$ cat src/rtl/systolic_pkg.sv
// Shared constants and state typedef for the systolic array helper blocks.
package systolic_pkg;

    localparam int DIM_DEF  = 8;
    localparam int BITS_DEF = 8;

    typedef enum logic {
        FILL  = 1'b0,
        STALL = 1'b1
    } coll_state_e;

endpackage

$ cat src/rtl/row_collect_fifo.sv
// Serial-to-parallel row collector with a single hold register (double buffered).
// Element k of a row lands in Cout[DIM-1-k]; a full collector stalls until the hold register frees.
module row_collect_fifo
    import systolic_pkg::*;
#(
    parameter int DIM  = DIM_DEF,
    parameter int BITS = BITS_DEF,
    localparam int CW  = $clog2(DIM + 1)
) (
    input  logic            clk,
    input  logic            rst,
    input  logic            en,
    input  logic [BITS-1:0] Cin,
    output logic            ready,
    input  logic            rd,
    output logic [BITS-1:0] Cout [DIM-1:0],
    output logic            Cvalid,
    output logic [CW-1:0]   count
);

    localparam logic [CW-1:0] LAST = CW'(DIM - 1);
    localparam logic [CW-1:0] FULL = CW'(DIM);

    coll_state_e     state_q, state_d;
    logic [CW-1:0]   count_q, count_d;
    logic [BITS-1:0] coll_q [DIM-1:0];
    logic [BITS-1:0] coll_d [DIM-1:0];
    logic [BITS-1:0] cout_q [DIM-1:0];
    logic [BITS-1:0] cout_d [DIM-1:0];
    logic            cvalid_q, cvalid_d;
    logic            accept, xfer_ok;

    assign ready   = (state_q == FILL);
    assign accept  = en && ready;
    assign xfer_ok = !cvalid_q || rd;

    always_comb begin
        state_d  = state_q;
        count_d  = count_q;
        coll_d   = coll_q;
        cout_d   = cout_q;
        cvalid_d = cvalid_q;

        // A consumed row drops Cvalid unless a transfer below re-asserts it.
        if (rd && cvalid_q)
            cvalid_d = 1'b0;

        case (state_q)
            FILL: begin
                if (accept) begin
                    for (int i = 0; i < DIM; i++)
                        if (i == DIM - 1 - int'(count_q))
                            coll_d[i] = Cin;
                    if (count_q == LAST) begin
                        if (xfer_ok) begin
                            cout_d   = coll_d;
                            cvalid_d = 1'b1;
                            count_d  = '0;
                        end else begin
                            count_d  = FULL;
                            state_d  = STALL;
                        end
                    end else begin
                        count_d = count_q + CW'(1);
                    end
                end
            end
            STALL: begin
                if (xfer_ok) begin
                    cout_d   = coll_q;
                    cvalid_d = 1'b1;
                    count_d  = '0;
                    state_d  = FILL;
                end
            end
            default: state_d = FILL;
        endcase
    end

    always_ff @(posedge clk or posedge rst) begin
        if (rst) begin
            state_q <= FILL;
            count_q <= '0;
            for (int i = 0; i < DIM; i++)
                coll_q[i] <= '0;
        end else begin
            state_q <= state_d;
            count_q <= count_d;
            coll_q  <= coll_d;
        end
    end

    always_ff @(posedge clk or posedge rst) begin
        if (rst) begin
            cvalid_q <= 1'b0;
            for (int i = 0; i < DIM; i++)
                cout_q[i] <= '0;
        end else begin
            cvalid_q <= cvalid_d;
            cout_q   <= cout_d;
        end
    end

    assign Cout   = cout_q;
    assign Cvalid = cvalid_q;
    assign count  = count_q;

endmodule
$ cat config.mk
export PLATFORM = sky130hd
export DESIGN_NAME = row_collect_fifo
export DESIGN_NICKNAME = d
export VERILOG_FILES = /design/src/rtl/systolic_pkg.sv /design/src/rtl/row_collect_fifo.sv
export SDC_FILE = /design/constraint.sdc
export NUM_CORES = 1
export LEC_CHECK = 0
export CELL_PAD_IN_SITES_DETAIL_PLACEMENT = 0
export CELL_PAD_IN_SITES_GLOBAL_PLACEMENT = 1
export CORE_AREA = 2 2 109 153
export CTS_BUF_LIST = sky130_fd_sc_hd__clkbuf_16
export CTS_CLUSTER_DIAMETER = 40
export DETAILED_ROUTE_END_ITERATION = 10
export DIE_AREA = 0 0 111 155
export GPL_ROUTABILITY_DRIVEN = 0
export PLACE_DENSITY = 0.69
export SETUP_SLACK_MARGIN = 0.3
export SKIP_LAST_GASP = 1
export SYNTH_ARGS = -nofsm -noshare
export SYNTH_HDL_FRONTEND = slang
export SYNTH_SLANG_ARGS = --single-unit
$ cat constraint.sdc
create_clock -name clk -period 3.85 [get_ports clk]
set_input_delay 0.385 -clock clk [delete_from_list [all_inputs] [get_ports clk]]
set_output_delay 0.385 -clock clk [all_outputs]
set_load 0.05 [all_outputs]
======== After elaboration in Yosys (flattened, before gate mapping) ========
Cells that the tools add are included.
storage, ports and cells
  output and inout bits ................... 70
  input bits .............................. 12
  memories kept ........................... 0
  memory bits (read-only) ................. 0
  latch bits .............................. 0
  RAM bits ................................ 0
  flip-flop bits (word level) ............. 134
operators by class
  muxes and demuxes ....................... 27
  divide/modulo/power cells ............... 0
  add/subtract/negate cells ............... 2
  shift-type cells ........................ 0
  bitwise operators ....................... 1
  equal/unequal tests ..................... 12
  magnitude comparators ................... 0
  reductions and logical operators ........ 8
  multiply operators ...................... 0
operators with widths
  kind                   number
  $mux W64               4
  $pmux W64 S2           1
  $mux W8                8
  $logic_not A32 Y1      1
  $eq A4 B5 Y1 const A   4
  $mux W4                4
  $eq A3 B5 Y1 const A   2
  $ne A2 B1 Y1 const B   4
  $pmux W4 S2            1
  $mux W1                7
  $eq A2 B5 Y1 const A   1
  $sub A3 B4 Y5 const A  1
  $add A4 B1 Y4 const B  1
  $eq A4 B3 Y1 const B   1
  $pmux W1 S2            2
  $reduce_and A2 Y1      2
  $reduce_and A4 Y1      1
  $logic_and A1 B1 Y1    2
  $logic_not A1 Y1       1
  $logic_or A1 B1 Y1     1
  $not A1 Y1             1

======== Depth between registers and ports, before layout ========
Gate-level depths: netlist of the first run.
  word-level depth ........................ 7
  mapped depth ............................ 6
  mapped depth without buffers ............ 5

======== Least setup slack after synthesis of the first run ========
Ideal clock, no wire load.
  path kind ............................... flip-flop to flip-flop
  start ................................... register count_q[1] (netlist: count[1])
  end ..................................... register cout_q, in the netlist Cout[48]
  stages on the path, launching flop included .. 7
  clock period less this slack ............ 2,217 ps
  data arrival time ....................... 2,092 ps
  data required time ...................... 3,725 ps
  path slack .............................. 1,633 ps
  cell sequence ........................... dfrtp_1 ha_1 buf_2 nand4b_1 a21oi_4 buf_6 mux2_2
on the way
  longest elaborated chain between the ends .. 7
  elaborated cells on any way between the ends .. 10
RTL lines
  item                    RTL line                 text
  from (decl)             row_collect_fifo.sv:25   logic [CW-1:0] count_q, count_d;
  from (signal assigned)  row_collect_fifo.sv:88   count_q <= count_d;
  $sub A3 B4 Y5           row_collect_fifo.sv:52   if (i == DIM - 1 - int'(count_q))
  $eq A4 B5 Y1            row_collect_fifo.sv:52
  $mux W8                 row_collect_fifo.sv:52
  $mux W64                row_collect_fifo.sv:55   if (xfer_ok) begin
  $mux W64                row_collect_fifo.sv:54   if (count_q == LAST) begin
  $mux W64                row_collect_fifo.sv:50   if (accept) begin
  $pmux W64 S2            row_collect_fifo.sv:48   case (state_q)
  to (signal assigned)    row_collect_fifo.sv:100  cout_q <= cout_d;
  to (decl)               row_collect_fifo.sv:28   logic [BITS-1:0] cout_q [DIM-1:0];
Several ways; a longest one is shown, not always the timed one. The select of a mux whose other input is x is not followed.
A chain may end at the register's enable or synchronous reset.

======== Worst setup path in the final report of the first run ========
  start ................................... register state_q
  end ..................................... output ready
on the way
  longest elaborated chain between the ends .. 1
RTL lines
  item                         RTL line                text
  from (decl)                  row_collect_fifo.sv:24  coll_state_e state_q, state_d;
  from (signal assigned)       row_collect_fifo.sv:87  state_q <= state_d;
  $not A1 Y1 (no source line)  n/a
  to (decl)                    row_collect_fifo.sv:14  output logic ready,
No other way between the ends.

==> metrics.md, run 1 <==
| Metric | Value |
|---|---|
| Peak per-stage delay on the critical path | `0.92 ns` |
| Leakage Power | `3.31 nW` |
| Clk Latency, worst-skew pair | `0.41 ns` |
| Vias | `3546` |
| Cts repair resizes | `0` |
| Max clock buf depth | `2` |
| Ys flop type | `dfrtp_1` |
| Die span in x | `111 µm` |
| DR pass1 iterations | `4` |
| Post-synthesis cell count | `408` |
| Yosys cell types | `31` |
| Max-Cap Viols | `0` |
| Number of CTS-inserted buffers | `17` |
| Async SR Flop Fraction | `100%` |
| Htree depth | `4` |
| Syn_area_per_cell | `15.2 µm²` |
| Final Non-Filler Cells | `699` |
| Crit path kind | `register to output pin` |
| Setup violations, final | `0` |
| Synth Register Bits | `134` |
| Number of global-route vias before repair | `3956` |
| Final WL | `12900 µm` |
| Total global-route track usage | `15.6%` |
| Most instantiated library cell after synthesis | `mux2_2` |
| CP Cell Sequence | `inv_1, clkdlybuf4s50_1` |
| # hold bufs at CTS | `0` |
| Die H | `155 µm` |
| Reg clk slew, reported paths | `0.06 ns` |
| Vias per std cell | `5.07` |
| Synthesis-to-layout area growth | `24.9%` |
| Relative slew slack | `41.3%` |
| Startpoint types | `register` |
| Register area share after synthesis | `54.2%` |
| First-pass GRT wire length | `21000 µm` |
| Wirelength per Cell | `18.5 µm` |
| Worst-margin pin slew | `0.881 ns` |
| Postcts setup bufs | `0` |
| Slowest-stage cell, CP | `dfrtp_1` |
| Final hold vios | `0` |
| WP data required | `3.46 ns` |
| Synth top area cells | `dfrtp_1 54%, mux2_2 32%, mux2_1 2.7%, buf_6 1.8%, nor4b_4 1.5%` |
| Final slew viol count | `0` |
| CTS tree | `done` |
| Die area | `17200 µm²` |
| Crit-path max FO | `18` |
| Leading area contributor after synthesis | `dfrtp_1` |
| DRT iter0 DRCs | `74` |
| Nets | `503` |
| Outcome | `finished, final reports clean` |
| Post-route clock period utilization | `72.9%` |
| Minimum clock period | `2.81 ns` |
| Initial antenna violation count | `0` |
| Peak VDD IR | `463 µV` |
| Worst setup EP type | `output pin` |
| Clk sink count | `134` |
| FMAX | `356 MHz` |
| Pwr dens | `947 nW/µm²` |
| # diodes | `0` |
| Number of synthesized flops with an enable pin | `0` |
| Clock skew | `0.00945 ns` |
| Global route total overflow | `0` |
| Setup_tns | `0 ns` |
| Share of the synthesized area in the top cell type | `54.2%` |
| Yosys warning total | `0` |
| I/O Pins | `82` |
| Dpl cells | `667` |
| Initial Util | `38.9%` |
| RSZ-0062 raised after global routing | `no` |
| Worst path arrival time | `2.42 ns` |
| Num rows | `55` |
| Synthesized area | `6190 µm²` |
| Post-synth top cells | `177 x mux2_2, 134 x dfrtp_1, 15 x mux2_1, 10 x buf_6` |
| Pin count of the biggest net entering global routing | `135` |
| DPL Wire Length | `8420 µm` |
| Port Buf Inserts | `81` |
| Tightest Hold Check Type | `register to register` |
| Fillers | `1394` |
| Drt drc | `0` |
| Post-Syn Nets | `424` |
| Routed Antenna Nets | `0` |
| Root Buffer | `clkbuf_16` |
| Core Area | `15900 µm²` |
| Share of layout cells above drive strength 1 | `44.4%` |
-- flip-flops by register name (all words and copies together), names as in the netlist --
signal	count
Cout	64
coll_q	64
count	4
Cvalid	1
state_q	1
-- metrics by stage --
stage	hold WS, ns	cell area, µm²	power [mW]	worst slack [ns]	utilization [%]
global route	0.514	7730	7.69	0.908	48.6
finish	0.492	7730	7.32	1.04	48.6
global placement	0.473	7120	5.63	1.38	44.8
floorplan	0.475	6190	4.76	1.63	-
CTS	0.493	7730	7.41	1.03	48.6
detailed placement	0.474	7120	5.71	1.30	44.8
-- placed cells by master, fill, tap and decap left out, types with 2 or more instances in the layout --
cell type,netlist,routed
bufinv_16,0,4
ha_1,4,4
nor2_1,4,4
inv_1,6,5
nand2_1,5,5
buf_4,2,6
and4_1,2,2
mux2_1,15,15
clkinv_1,0,4
nor4bb_1,4,4
nor3b_4,2,2
mux2_2,177,177
nor4b_4,4,4
clkbuf_16,0,17
clkdlybuf4s50_1,0,81
nand4_1,3,3
clkinvlp_4,0,3
a21oi_1,5,5
dfrtp_1,134,134
clkinv_4,0,3
nor2b_1,2,2
clkinv_2,0,2
-- metal layers --
| metal | up-vias | GRT usage [%] | share of wire [%] | routed length (µm) |
|---|---|---|---|---|
| met3 | 11 | 3.62 | 3.0 | 381 |
| met4 | 0 | 4.11 | 1.0 | 132 |
| li1 | 1631 | - | - | - |
| met5 | - | 0 | 0 | 0 |
| met1 | 1843 | 19.2 | 43 | 5510 |
| met2 | 61 | 27.7 | 53 | 6880 |
-- cell type report --
cell class / count / area [µm²] / area share [%]
clock buffers: 17 / 425 / 5.50
clock inverters: 15 / 186 / 2.41
inverters: 6 / 26.3 / 0.340
multi-input cells: 240 / 2620 / 33.8
flip-flops and latches: 134 / 3350 / 43.4
well taps: 199 / 249 / 3.22
repair buffers: 88 / 876 / 11.3
-- power breakdown --
part           leakage (nW)  switching, mW  total (mW)  internal, mW
combinational          1.34           1.74        3.19          1.45
sequential             1.68          0.411        2.46          2.05
clock                 0.293          0.600        1.67          1.07
total                  3.31           2.75        7.32          4.57
-- cells by family after synthesis --
family | Yosys count | synth area share, %
AND/OR/NAND/NOR | 32 | 5.11
flip-flops | 134 | 54.2
AO/OA/AOI/OAI | 11 | 1.25
buffers and inverters | 34 | 3.56
multiplexers | 193 | 35.1
adder cells (fa/ha/maj) | 4 | 0.809
-- path summary, 6_finish.rpt --
| path | from | to | slack [ns] | cells past startpoint |
|---|---|---|---|---|
| setup / recovery | state_q$_DFF_PP0_ | ready | 1.04 | 2 |
| hold / removal | Cout[40]$_DFFE_PP0P_ | Cout[40]$_DFFE_PP0P_ | 0.49 | 1 |
| setup reg to reg | state_q$_DFF_PP0_ | Cout[54]$_DFFE_PP0P_ | 1.40 | 4 |
| hold reg to reg | Cout[40]$_DFFE_PP0P_ | Cout[40]$_DFFE_PP0P_ | 0.49 | 1 |
| max in group asynchronous | rst | coll_q[19]$_DFFE_PP0P_ | 2.79 | 3 |
| min in group asynchronous | rst | Cout[37]$_DFFE_PP0P_ | 0.50 | 3 |
-- worst max-delay path, delay by kind of cell (launching register included) --
kind	cells	cell delay, ns
flops	1	0.92
buf+inv	2	1.10
Note: power is estimated with default switching activity, not from simulation.
==> inputs of run 2 (changes only) <==
==> constraint.sdc (replaced) <==
create_clock -name clk -period 2.3 [get_ports clk]
set_input_delay 0.23 -clock clk [delete_from_list [all_inputs] [get_ports clk]]
set_output_delay 0.23 -clock clk [all_outputs]
set_load 0.05 [all_outputs]
==> metrics.md, run 2 (synthesis gave the netlist of run 1 again) <==
| Metric | Value |
|---|---|
| Outcome | `finished, final reports clean (unchanged)` |
| Fin util | `50.9% (was 48.6%)` |
| Most frequent cells in the layout | `158 x mux2_2, 130 x dfrtp_1, 78 x clkdlybuf4s50_1 (was 177 x mux2_2, 134 x dfrtp_1, 81 x clkdlybuf4s50_1)` |
| DR pass1 iterations | `4 (unchanged)` |
| Worst R2R End | `Cout[33]$_DFFE_PP0P_ (was Cout[54]$_DFFE_PP0P_)` |
| I/O Pins | `82 (unchanged)` |
| Die area | `17200 µm² (unchanged)` |
| Root Buffer | `clkbuf_16 (unchanged)` |
| Worst setup EP type | `register (was output pin)` |
| Htree depth | `4 (unchanged)` |
| Clock power share | `21.7% (was 22.9%)` |
| Core Area | `15900 µm² (unchanged)` |
| Comb power frac | `45.0% (was 43.6%)` |
| Share of layout cells above drive strength 1 | `50.2% (was 44.4%)` |
| Area after DPL | `7380 µm² (was 7120 µm²)` |
| Most common cell after layout, fill and taps aside | `mux2_2 (unchanged)` |
| RSZ-0062 raised after global routing | `yes (was no)` |
| Total global-route track usage | `16.1% (was 15.6%)` |
| Dpl cells | `685 (was 667)` |
| Minimum clock period | `1.97 ns` |
| Global route total overflow | `0 (unchanged)` |
| Die span in x | `111 µm (unchanged)` |
| Setup violations, final | `0 (unchanged)` |
| Final Non-Filler Cells | `723 (was 699)` |
| Initial antenna violation count | `0 (unchanged)` |
| Setup_tns | `0 ns (unchanged)` |
| FMAX | `508 MHz` |
| Max clock buf depth | `2 (unchanged)` |
| Sw Share | `37.3% (was 37.5%)` |
| # diodes | `0 (unchanged)` |
| WP data required | `2.59 ns (was 3.46 ns)` |
| Clk sink count | `134 (unchanged)` |
| Worst path arrival time | `2.26 ns (was 2.42 ns)` |
| Synthesis-to-layout area growth | `30.7% (was 24.9%)` |
| Vias | `3637 (was 3546)` |
| Pint | `7.79 mW (was 4.57 mW)` |
| Fillers | `1344 (was 1394)` |
| Final hold vios | `0 (unchanged)` |
| Final slew viol count | `0 (unchanged)` |
| Reg clk slew, reported paths | `0.06 ns (about the same)` |
| Finished Cell Area | `8090 µm² (was 7730 µm²)` |
| Post-route clock period utilization | `85.6%` |
| Tightest Hold Check Type | `input pin to async pin (was register to register)` |
| Power, Total | `12.4 mW (was 7.32 mW)` |
| Reg2Reg Depth | `5 (was 4)` |
| Peak VDD IR | `728 µV (was 463 µV)` |
| Sequential standard cell area | `3360 µm² (was 3350 µm²)` |
| Pwr dens | `1540 nW/µm² (was 947 nW/µm²)` |
| DRT iter0 DRCs | `95 (was 74)` |
| Crit-path max FO | `19 (was 18)` |
| Clock skew | `0.00720 ns (was 0.00945 ns)` |
| Max-Cap Viols | `0 (unchanged)` |
| Worst-margin pin slew | `0.680 ns (was 0.881 ns)` |
| Nets | `527 (was 503)` |
| DPL Wire Length | `8310 µm (was 8420 µm)` |
| First-pass GRT wire length | `21500 µm (was 21000 µm)` |
| Leakage Power | `3.49 nW (was 3.31 nW)` |
| Final WL | `13600 µm (was 12900 µm)` |
| Startpoint types | `register (unchanged)` |
| Initial Util | `38.9% (unchanged)` |
| Pin count of the biggest net entering global routing | `106 (was 135)` |
| Drt drc | `0 (unchanged)` |
| R2R setup slack | `0.33 ns (was 1.40 ns)` |
| Clk Latency, worst-skew pair | `0.40 ns (was 0.41 ns)` |
| Net switching power figure | `4.63 mW (was 2.75 mW)` |
| Wirelength per Cell | `18.8 µm (was 18.5 µm)` |
| CTS tree | `done (unchanged)` |
| Port Buf Inserts | `81 (unchanged)` |
| Crit path kind | `register to register (was register to output pin)` |
| Hold Slack | `0.307 ns (was 0.492 ns)` |
| Number of CTS-inserted buffers | `17 (unchanged)` |
| Routed Antenna Nets | `0 (unchanged)` |
| Setup ws final | `0.331 ns (was 1.04 ns)` |
| Multi-input gate area | `2760 µm² (was 2620 µm²)` |
| Relative slew slack | `54.5% (was 41.3%)` |
| Vias per std cell | `5.03 (was 5.07)` |
| Die H | `155 µm (unchanged)` |
| Number of global-route vias before repair | `3895 (was 3956)` |
| Pre-CTS WS | `0.264 ns (was 1.30 ns)` |
| FF-to-FF Start | `count[3]$_DFFE_PP0P_ (was state_q$_DFF_PP0_)` |
| Num rows | `55 (unchanged)` |
| Flop pwr share | `33.3% (was 33.6%)` |
[run 2: changes by cell type in the layout (fill, tap and decap cells not counted), moves of 4 or more]
cell,previous run,this run
buf_4,6,24
ha_1,4,0
mux2_2,177,158
buf_6,0,5
dfrtp_1,134,130
mux2_4,0,22
[run 2: timing repair]
action	CTS	global route
hold buffers	0	0
gates resized for setup	5	9
endpoints found under the setup margin	34	31
gates cloned	0	2
pin swaps	1	1
buffers inserted	0	4
hold endpoints to repair	0	0
[run 2: worst max path at each step]
stage / cells past startpoint / from / end
global placement: 4 / count[2]$_DFFE_PP0P_ / Cout[9]$_DFFE_PP0P_
detailed placement: 6 / count[1]$_DFFE_PP0P_ / Cout[18]$_DFFE_PP0P_
CTS: 6 / count[1]$_DFFE_PP0P_ / Cout[48]$_DFFE_PP0P_
finish: 5 / count[3]$_DFFE_PP0P_ / Cout[33]$_DFFE_PP0P_
global route: 5 / count[3]$_DFFE_PP0P_ / Cout[46]$_DFFE_PP0P_
floorplan: 5 / count[1]$_DFFE_PP0P_ / Cout[32]$_DFFE_PP0P_
[run 2: final cells by class]
type,count,area share (%)
clock buffer,17,5.26
clock inverter,15,2.01
inverter,6,0.356
multi-input combinational,240,34.1
sequential,134,41.6
tap,199,3.08
timing repair buffer,112,13.6
[run 2: power groups by stage]
stage	Clock [mW]	Combinational [mW]	Sequential, mW
after global routing	2.87	5.90	4.30
after global placement	0	5.49	4.13
after CTS	2.76	5.58	4.15
final	2.70	5.59	4.14
after floorplan	0	2.46	5.69
after detailed placement	0	5.57	4.17
[run 2: critical path, stage by stage, from the launching register on]
cell and delay, ns:
dfrtp_4 0.61, nand4b_1 0.30, a21oi_4 0.22, buf_4 0.17, buf_6 0.20, mux2_2 0.35
[run 2: metal layers]
| layer | GRT usage, % | share of wire, % | up-vias |
|---|---|---|---|
| met5 | 0 | 0 | - |
| met4 | 5.48 | 1.8 | 0 |
| met3 | 3.54 | 3.1 | 14 |
| met2 | 26.7 | 50 | 72 |
| met1 | 21.0 | 45 | 1861 |
| li1 | - | - | 1690 |
